### src/rtl/mem_port_arbiter.sv
// Shares one external memory port between instruction fetch (F) and the data path (D).
// One access in flight at a time, D-priority with a starvation guard for F, and a sticky timeout error.
module mem_port_arbiter #(
    parameter int ADDR_WIDTH   = 32,
    parameter int DATA_WIDTH   = 32,
    parameter int STARVE_LIMIT = 4,
    parameter int TIMEOUT      = 256
) (
    input  logic                    clock,
    input  logic                    reset,
    input  logic                    f_req,
    input  logic [ADDR_WIDTH-1:0]   f_addr,
    output logic                    f_gnt,
    output logic                    f_rvalid,
    output logic [DATA_WIDTH-1:0]   f_rdata,
    input  logic                    d_req,
    input  logic                    d_we,
    input  logic [ADDR_WIDTH-1:0]   d_addr,
    input  logic [DATA_WIDTH-1:0]   d_wdata,
    input  logic [DATA_WIDTH/8-1:0] d_be,
    output logic                    d_gnt,
    output logic                    d_rvalid,
    output logic [DATA_WIDTH-1:0]   d_rdata,
    output logic                    mem_req,
    output logic                    mem_we,
    output logic [ADDR_WIDTH-1:0]   mem_addr,
    output logic [DATA_WIDTH-1:0]   mem_wdata,
    output logic [DATA_WIDTH/8-1:0] mem_be,
    input  logic                    mem_ack,
    input  logic [DATA_WIDTH-1:0]   mem_rdata,
    output logic                    busy,
    output logic                    bus_error
);

    localparam int BE_WIDTH   = DATA_WIDTH / 8;
    localparam int WAIT_WIDTH = (TIMEOUT > 1) ? $clog2(TIMEOUT) : 1;
    localparam logic [WAIT_WIDTH-1:0] WAIT_LAST  = WAIT_WIDTH'((TIMEOUT > 0) ? TIMEOUT - 1 : 0);
    localparam logic [7:0]            STARVE_MAX = 8'(STARVE_LIMIT);

    typedef enum logic [1:0] {
        ST_IDLE  = 2'd0,
        ST_BUSY  = 2'd1,
        ST_ERROR = 2'd2
    } state_t;

    state_t                  state_r;
    logic                    owner_d_r;
    logic [7:0]              starve_cnt_r;
    logic [WAIT_WIDTH-1:0]   wait_cnt_r;
    logic                    mem_we_r;
    logic [ADDR_WIDTH-1:0]   mem_addr_r;
    logic [DATA_WIDTH-1:0]   mem_wdata_r;
    logic [BE_WIDTH-1:0]     mem_be_r;
    logic                    f_rvalid_r;
    logic                    d_rvalid_r;
    logic [DATA_WIDTH-1:0]   f_rdata_r;
    logic [DATA_WIDTH-1:0]   d_rdata_r;
    logic                    bus_error_r;
    logic                    f_gnt_s;
    logic                    d_gnt_s;
    logic                    contested_s;

    // Grant decision: D wins unless F is contesting and has been passed over STARVE_LIMIT times.
    always_comb begin
        f_gnt_s     = 1'b0;
        d_gnt_s     = 1'b0;
        contested_s = f_req & d_req;
        if (state_r == ST_IDLE) begin
            if (d_req && !(contested_s && (starve_cnt_r == STARVE_MAX))) begin
                d_gnt_s = 1'b1;
            end else if (f_req) begin
                f_gnt_s = 1'b1;
            end else begin
                f_gnt_s = 1'b0;
                d_gnt_s = 1'b0;
            end
        end else begin
            f_gnt_s = 1'b0;
            d_gnt_s = 1'b0;
        end
    end

    // Access sequencing: latch payload on grant, complete on ack, trap into ERROR on timeout.
    always_ff @(posedge clock or posedge reset) begin
        if (reset) begin
            state_r      <= ST_IDLE;
            owner_d_r    <= 1'b0;
            starve_cnt_r <= 8'd0;
            wait_cnt_r   <= '0;
            mem_we_r     <= 1'b0;
            mem_addr_r   <= '0;
            mem_wdata_r  <= '0;
            mem_be_r     <= '0;
            f_rvalid_r   <= 1'b0;
            d_rvalid_r   <= 1'b0;
            f_rdata_r    <= '0;
            d_rdata_r    <= '0;
            bus_error_r  <= 1'b0;
        end else begin
            f_rvalid_r <= 1'b0;
            d_rvalid_r <= 1'b0;
            case (state_r)
                ST_IDLE: begin
                    if (d_gnt_s) begin
                        state_r     <= ST_BUSY;
                        owner_d_r   <= 1'b1;
                        wait_cnt_r  <= '0;
                        mem_we_r    <= d_we;
                        mem_addr_r  <= d_addr;
                        mem_wdata_r <= d_wdata;
                        mem_be_r    <= d_be;
                        if (contested_s && (starve_cnt_r < STARVE_MAX)) begin
                            starve_cnt_r <= starve_cnt_r + 8'd1;
                        end else begin
                            starve_cnt_r <= starve_cnt_r;
                        end
                    end else if (f_gnt_s) begin
                        state_r      <= ST_BUSY;
                        owner_d_r    <= 1'b0;
                        wait_cnt_r   <= '0;
                        mem_we_r     <= 1'b0;
                        mem_addr_r   <= f_addr;
                        mem_wdata_r  <= '0;
                        mem_be_r     <= '1;
                        starve_cnt_r <= 8'd0;
                    end else begin
                        state_r <= ST_IDLE;
                    end
                end
                ST_BUSY: begin
                    // A late ack on the limit cycle still completes normally.
                    if (mem_ack) begin
                        state_r <= ST_IDLE;
                        if (owner_d_r) begin
                            d_rdata_r  <= mem_rdata;
                            d_rvalid_r <= 1'b1;
                        end else begin
                            f_rdata_r  <= mem_rdata;
                            f_rvalid_r <= 1'b1;
                        end
                    end else if ((TIMEOUT != 0) && (wait_cnt_r == WAIT_LAST)) begin
                        state_r     <= ST_ERROR;
                        bus_error_r <= 1'b1;
                    end else if (TIMEOUT != 0) begin
                        wait_cnt_r <= wait_cnt_r + WAIT_WIDTH'(1);
                    end else begin
                        wait_cnt_r <= wait_cnt_r;
                    end
                end
                ST_ERROR: begin
                    state_r     <= ST_ERROR;
                    bus_error_r <= 1'b1;
                end
                default: begin
                    state_r     <= ST_ERROR;
                    bus_error_r <= 1'b1;
                end
            endcase
        end
    end

    assign f_gnt     = f_gnt_s;
    assign d_gnt     = d_gnt_s;
    assign f_rvalid  = f_rvalid_r;
    assign d_rvalid  = d_rvalid_r;
    assign f_rdata   = f_rdata_r;
    assign d_rdata   = d_rdata_r;
    assign mem_req   = (state_r == ST_BUSY);
    assign busy      = (state_r == ST_BUSY);
    assign mem_we    = mem_we_r;
    assign mem_addr  = mem_addr_r;
    assign mem_wdata = mem_wdata_r;
    assign mem_be    = mem_be_r;
    assign bus_error = bus_error_r;

endmodule

### config.mk
export PLATFORM = sky130hd
export DESIGN_NAME = mem_port_arbiter
export DESIGN_NICKNAME = d
export VERILOG_FILES = /design/src/rtl/mem_port_arbiter.sv
export SDC_FILE = /design/constraint.sdc
export NUM_CORES = 1
export LEC_CHECK = 0
export ABC_AREA = 1
export CAP_MARGIN = 15
export CORE_MARGIN = 5
export CORE_UTILIZATION = 35
export DETAILED_ROUTE_END_ITERATION = 8
export GPL_TIMING_DRIVEN = 0
export PLACE_DENSITY = 0.68
export SLEW_MARGIN = 25
export SYNTH_ARGS = -nofsm -noshare
export SYNTH_HDL_FRONTEND = slang
export SYNTH_SLANG_ARGS = --single-unit
### constraint.sdc
create_clock -name clock -period 11.5 [get_ports clock]
set_input_delay 2.3 -clock clock [delete_from_list [all_inputs] [get_ports clock]]
set_output_delay 2.3 -clock clock [all_outputs]
set_load 0.01 [all_outputs]
**Yosys cells after proc, flatten, opt, wreduce, memory -nomap -nowiden**

Cells that the tools add are included.

- Word-level logic and storage cells: 76
- Output and inout bits: 140
- Input port bits: 138
- Register bits: 155

- Add/subtract/negate cells: 2
- Magnitude comparators: 1
- Bitwise operators: 3
- Reductions and logical operators: 13
- Mux-type cells: 35
- Equality and inequality tests: 9

Operator list:

| operator | number |
|---|---|
| $mux 32 | 4 |
| $mux 8 | 6 |
| $mux 1 | 18 |
| $add 8x1->8 const B | 2 |
| $pmux 8 s2 | 1 |
| $reduce_and 3->1 | 4 |
| $eq 8x3->1 const B | 1 |
| $eq 8x8->1 const B | 1 |
| $lt 8x3->1 const B | 1 |
| $mux 4 | 2 |
| $mux 2 | 2 |
| $ne 2x1->1 const B | 2 |
| $ne 2x2->1 const B | 2 |
| $pmux 2 s2 | 1 |
| $reduce_and 4->1 | 1 |
| $reduce_bool 2->1 | 2 |
| $logic_and 1x1->1 | 3 |
| $ne 3x2->1 const B | 1 |
| $ne 3x3->1 const B | 1 |
| $eq 2x1->1 const B | 1 |
| $logic_not 2->1 | 1 |
| $not 1->1 | 2 |
| $pmux 1 s2 | 1 |
| $reduce_and 2->1 | 1 |
| other kinds (2) | 2 |

**Longest topological paths before layout**

Gate-level depths: netlist of the first run.

- Depth after elaboration: 9
- Gate-level depth with buffers: 12
- Gate-level depth less buffers: 10

**Worst setup path before layout of the first run**

Ideal clock, no wire load.

- Kind: input port to output port
- From: input port d_req
- To: output port d_gnt
- Stages on the path: 7
- Path buffers: 2
- Path slack: 6.143 ns
- Required time: 9.200 ns
- Arrival time: 3.057 ns
- Path through: buf_4 > nand2_2 > nor2_4 > nand4_4 > nand3_2 > inv_2 > buf_2

- Word-level cells in the longest chain between the ends: 6

RTL lines:

| item | RTL line | RTL |
|---|---|---|
| start, declared | 16 | `input logic d_req,` |
| $and 1x1->1 | 67 | `contested_s = f_req & d_req;` |
| $logic_and 1x1->1 | 69 | `if (d_req && !(contested_s && (starve_cnt_r == STARVE_MAX))) begin` |
| $logic_not 1->1 | 69 |  |
| $logic_and 1x1->1 * | 69 |  |
| $mux 1 * | 69 |  |
| $mux 1 * | 68 | `if (state_r == ST_IDLE) begin` |
| end, declared | 21 | `output logic d_gnt,` |

Mark *: on every way between the ends. The rest lies on a longest branch, timed or not.

**Final worst setup path of the first run**

- From: input port f_req
- To: output port d_gnt

- Word-level cells in the longest chain between the ends: 6

RTL lines:

| item | RTL line | RTL |
|---|---|---|
| start, declared | 11 | `input logic f_req,` |
| $and 1x1->1 | 67 |  |
| $logic_and 1x1->1 | 69 |  |
| $logic_not 1->1 | 69 |  |
| $logic_and 1x1->1 | 69 |  |
| $mux 1 | 69 |  |
| $mux 1 | 68 |  |

Every way passes these cells.

==> metrics.yaml, run 1 <==
outcome:
  status: "finished, final reports clean"
floorplanning:
  core.rowCount: 50
  die_area_sq_mm: 0.02154
  die-width_um: 146.8
  die-height_um: 146.8
  io_pins: 278
  initial_core_util: 0.3523
  core_sq_mm: 0.01858
critical_path:
  start_kind: "input pin"
  crit_chain: "clkdlybuf4s50_1 > nand2_2 > nor2_4 > nand4_4 > nand3_2 > inv_2 > buf_2 > clkdlybuf4s50_1"
  r2r-end: "mem_wdata[25]"
  cp_top_family: "buffers and inverters"
  cp.required_ns: 9.20
  ff2ff_setup_slack_ns: 9.63
  path_buf_inv: 4
  cp_max_fo: 10
  slowest_stage: "clkdlybuf4s50_1"
  r2r_cells: 6
  r2r_start: "state_r[0]"
  worstSetupPathType: "in2out"
  arrival_ns: 4.19
  worst_path_largest_cell_delay_ns: 0.56
  crit_path_end_kind: "primary output"
  timing.critical_path.mode_cell: "clkdlybuf4s50_1"
detailed_routing:
  drt-pass1-iter-count: 5
  post-route-drc-count: 0
  num_vias: 6072
  antenna_left: 0
  drt_iter0_markers: 393
  routed_via_density: 4.632
  totalWireLength_um: 20310
  wire_per_inst_um: 15.49
sta:
  worstMarginPinSlew_ns: 0.5238
  setup_violations: 0
  period_minus_slack_ns: 6.491
  slew_headroom: 0.6508
  period_share: 0.5645
  skew_ns: 0.01237
  rsz0062_at_grt: "no"
  setup_tns_ns: 0
  maxSlewViolCount: 0
  fmax_mhz: 154.1
  hold_viol: 0
logic_synthesis:
  yosysMostFrequentCell: "nand2_1"
  synth_common_cells: "354 x nand2_1, 155 x dfrtp_1, 70 x o21ai_0"
  syn_nets: 909
  synthDominantCellAreaShare: 0.5926
  yosys_warnings: 0
  ys.flop_type: "dfrtp_1"
  async_flop_share: 1.000
  post-synth-top-area-cell: "dfrtp_1"
  syn_inst: 768
  ys_ff_latch: 155
  synth_seq_area_share: 0.5926
  synth.distinct_cells: 26
  synth_area_leaders: "dfrtp_1 59%, nand2_1 20%, o21ai_0 5.4%, inv_1 3.4%, nand4_1 3.2%"
  avgSynthCellArea_sq_um: 8.522
  syn-cell-area_sq_mm: 0.006545
  synth-edff-count: 0
clock_tree:
  cts_setup_buffers: 0
  clk_path_buf_depth: 2
  cts_resized: 0
  cts_made_buffers: 17
  htreeDepth: 4
  cts-root-buf: "clkbuf_16"
  cts.sinks: 155
  clkTransAtPathRegs_ns: 0.07
  ctsHoldBuffers: 0
  cts_tree: "yes"
  clk_latency_ns: 0.43
power:
  ir_worst_vdd_mv: 0.1417
  powerDensity_mw_per_mm2: 258.3
  cellLeakagePower_nw: 5.004
grt:
  grt_max_degree: 83
  grtUsageMet3: 0.04966
  grt_usage: 0.1888
  grt_pass1_vias: 5974
  grt_pass1_wl_um: 32440
  grt_overflow: 0
  antenna_found_initial: 0
  use_met2: 0.3031
  top_usage_layer: "met2"
  grt_util_met1: 0.2488
final_layout:
  drive_gt1_frac: 0.07057
  finalInstanceArea_sq_mm: 0.01024
  nets: 1205
  syn_to_final_growth_pct: 56.45
  antenna_cells: 0
run:
  cap_violations: 0
hold_path:
  min_to: "f_rvalid"
  hold_path_class: "reg2reg"
  hp-start: "owner_d_r"
  hold_depth: 1
placed_design:
  port_buffers: 276
  place_area_sq_mm: 0.009635
  dpl.hpwl_um: 15230
  gp_congestion: 0.8376
-- cell families after synthesis --
group,Yosys count,share of synthesized area
AO/OA/AOI/OAI,76,0.05888
XOR/XNOR,3,0.004015
adder cells (fa/ha/maj),3,0.005736
buffers and inverters,105,0.06997
flip-flops,155,0.5926
AND/OR/NAND/NOR,426,0.2688
-- power breakdown --
part	switching (mW)	internal, mW
combinational	0.574	0.590
clock	0.254	0.312
sequential	0.129	0.785
total	0.957	1.69
-- stage by stage --
step | cells | power (mW) | util | hold slack [ns] | setup slack (ns)
final | 1311 | 2.645 | 0.5511 | 0.4489 | 5.009
after global placement | 1278 | 2.082 | 0.5167 | 0.4480 | 2.785
after global routing | 1311 | 2.826 | 0.5511 | 0.4683 | 4.906
after CTS | 1311 | 2.682 | 0.5511 | 0.4559 | 4.996
after floorplan | 768 | 1.412 | - | 0.4291 | 5.022
after detailed placement | 1279 | 2.099 | 0.5186 | 0.4497 | 5.001
-- registers in the layout, indices dropped and copies added, names as in the netlist --
register,flops
d_rvalid,1
f_rdata,32
starve_cnt_r,8
state_r,2
wait_cnt_r,8
mem_wdata,32
f_rvalid,1
d_rdata,32
mem_be,4
bus_error,1
mem_we,1
mem_addr,32
owner_d_r,1
-- metal layers --
layer | up-vias | part of all wire
li1 | 3000 | -
met1 | 2864 | 0.43
met2 | 177 | 0.49
met3 | 31 | 0.056
met4 | 0 | 0.026
met5 | - | 0
-- final cells by class --
class                      instances  area, sq um
fill                            1714         8341
clock inverter                    15        178.9
sequential                       155         3879
multi-input combinational        508         2208
clock buffer                      17        425.4
inverter                          64        247.7
buffer                            41        217.7
tap                              234        292.8
timing repair buffer             277         2790
-- cell usage in the layout (no fill, tap or decap) --
cell	count
nand2_1	354
clkdlybuf4s50_1	276
dfrtp_1	155
o21ai_0	70
inv_1	58
nand4_1	34
buf_2	19
clkbuf_16	17
nand3_1	15
clkbuf_1	14
nor2_1	11
inv_8	7
inv_2	5
buf_6	4
o22ai_1	4
nor2_2	3
or2_2	3
ha_1	3
clkinvlp_4	3
buf_4	2
xnor2_1	2
nor3b_1	2
clkbuf_2	2
inv_6	2
clkinv_8	2
o21ai_1	1
nand2_2	1
nor2_4	1
nand4_4	1
nand3_2	1
xor2_1	1
a21oi_1	1
clkinv_4	1
bufinv_16	1
buf_16	1
-- worst max path at each step --
stage | from | endpoint | slack, ns | cells past startpoint
floorplan | reset | bus_error | 5.02 | 1
global placement | reset | mem_addr[21] | 2.78 | 2
detailed placement | f_req | d_gnt | 5.00 | 8
CTS | f_req | d_gnt | 5.00 | 8
global route | f_req | d_gnt | 4.91 | 8
finish | f_req | d_gnt | 5.01 | 8
No activity file was read; power rests on OpenSTA's default activity.
==> inputs of run 2 (changes only) <==
- clock period: 11.5 -> 6.44 ns (I/O delays scaled with it)
==> results of run 2 <==
The final DEF is identical to that of run 1. Status: finished, final reports clean.
Among the figures that moved: setup slack after placement 5.001 ns -> 1.965 ns; setup slack after layout 5.009 ns -> 1.973 ns; register-to-register setup slack 9.63 ns -> 4.57 ns; total power 2.645 mW -> 4.723 mW; worst IR drop on VDD 0.1417 mV -> 0.2531 mV
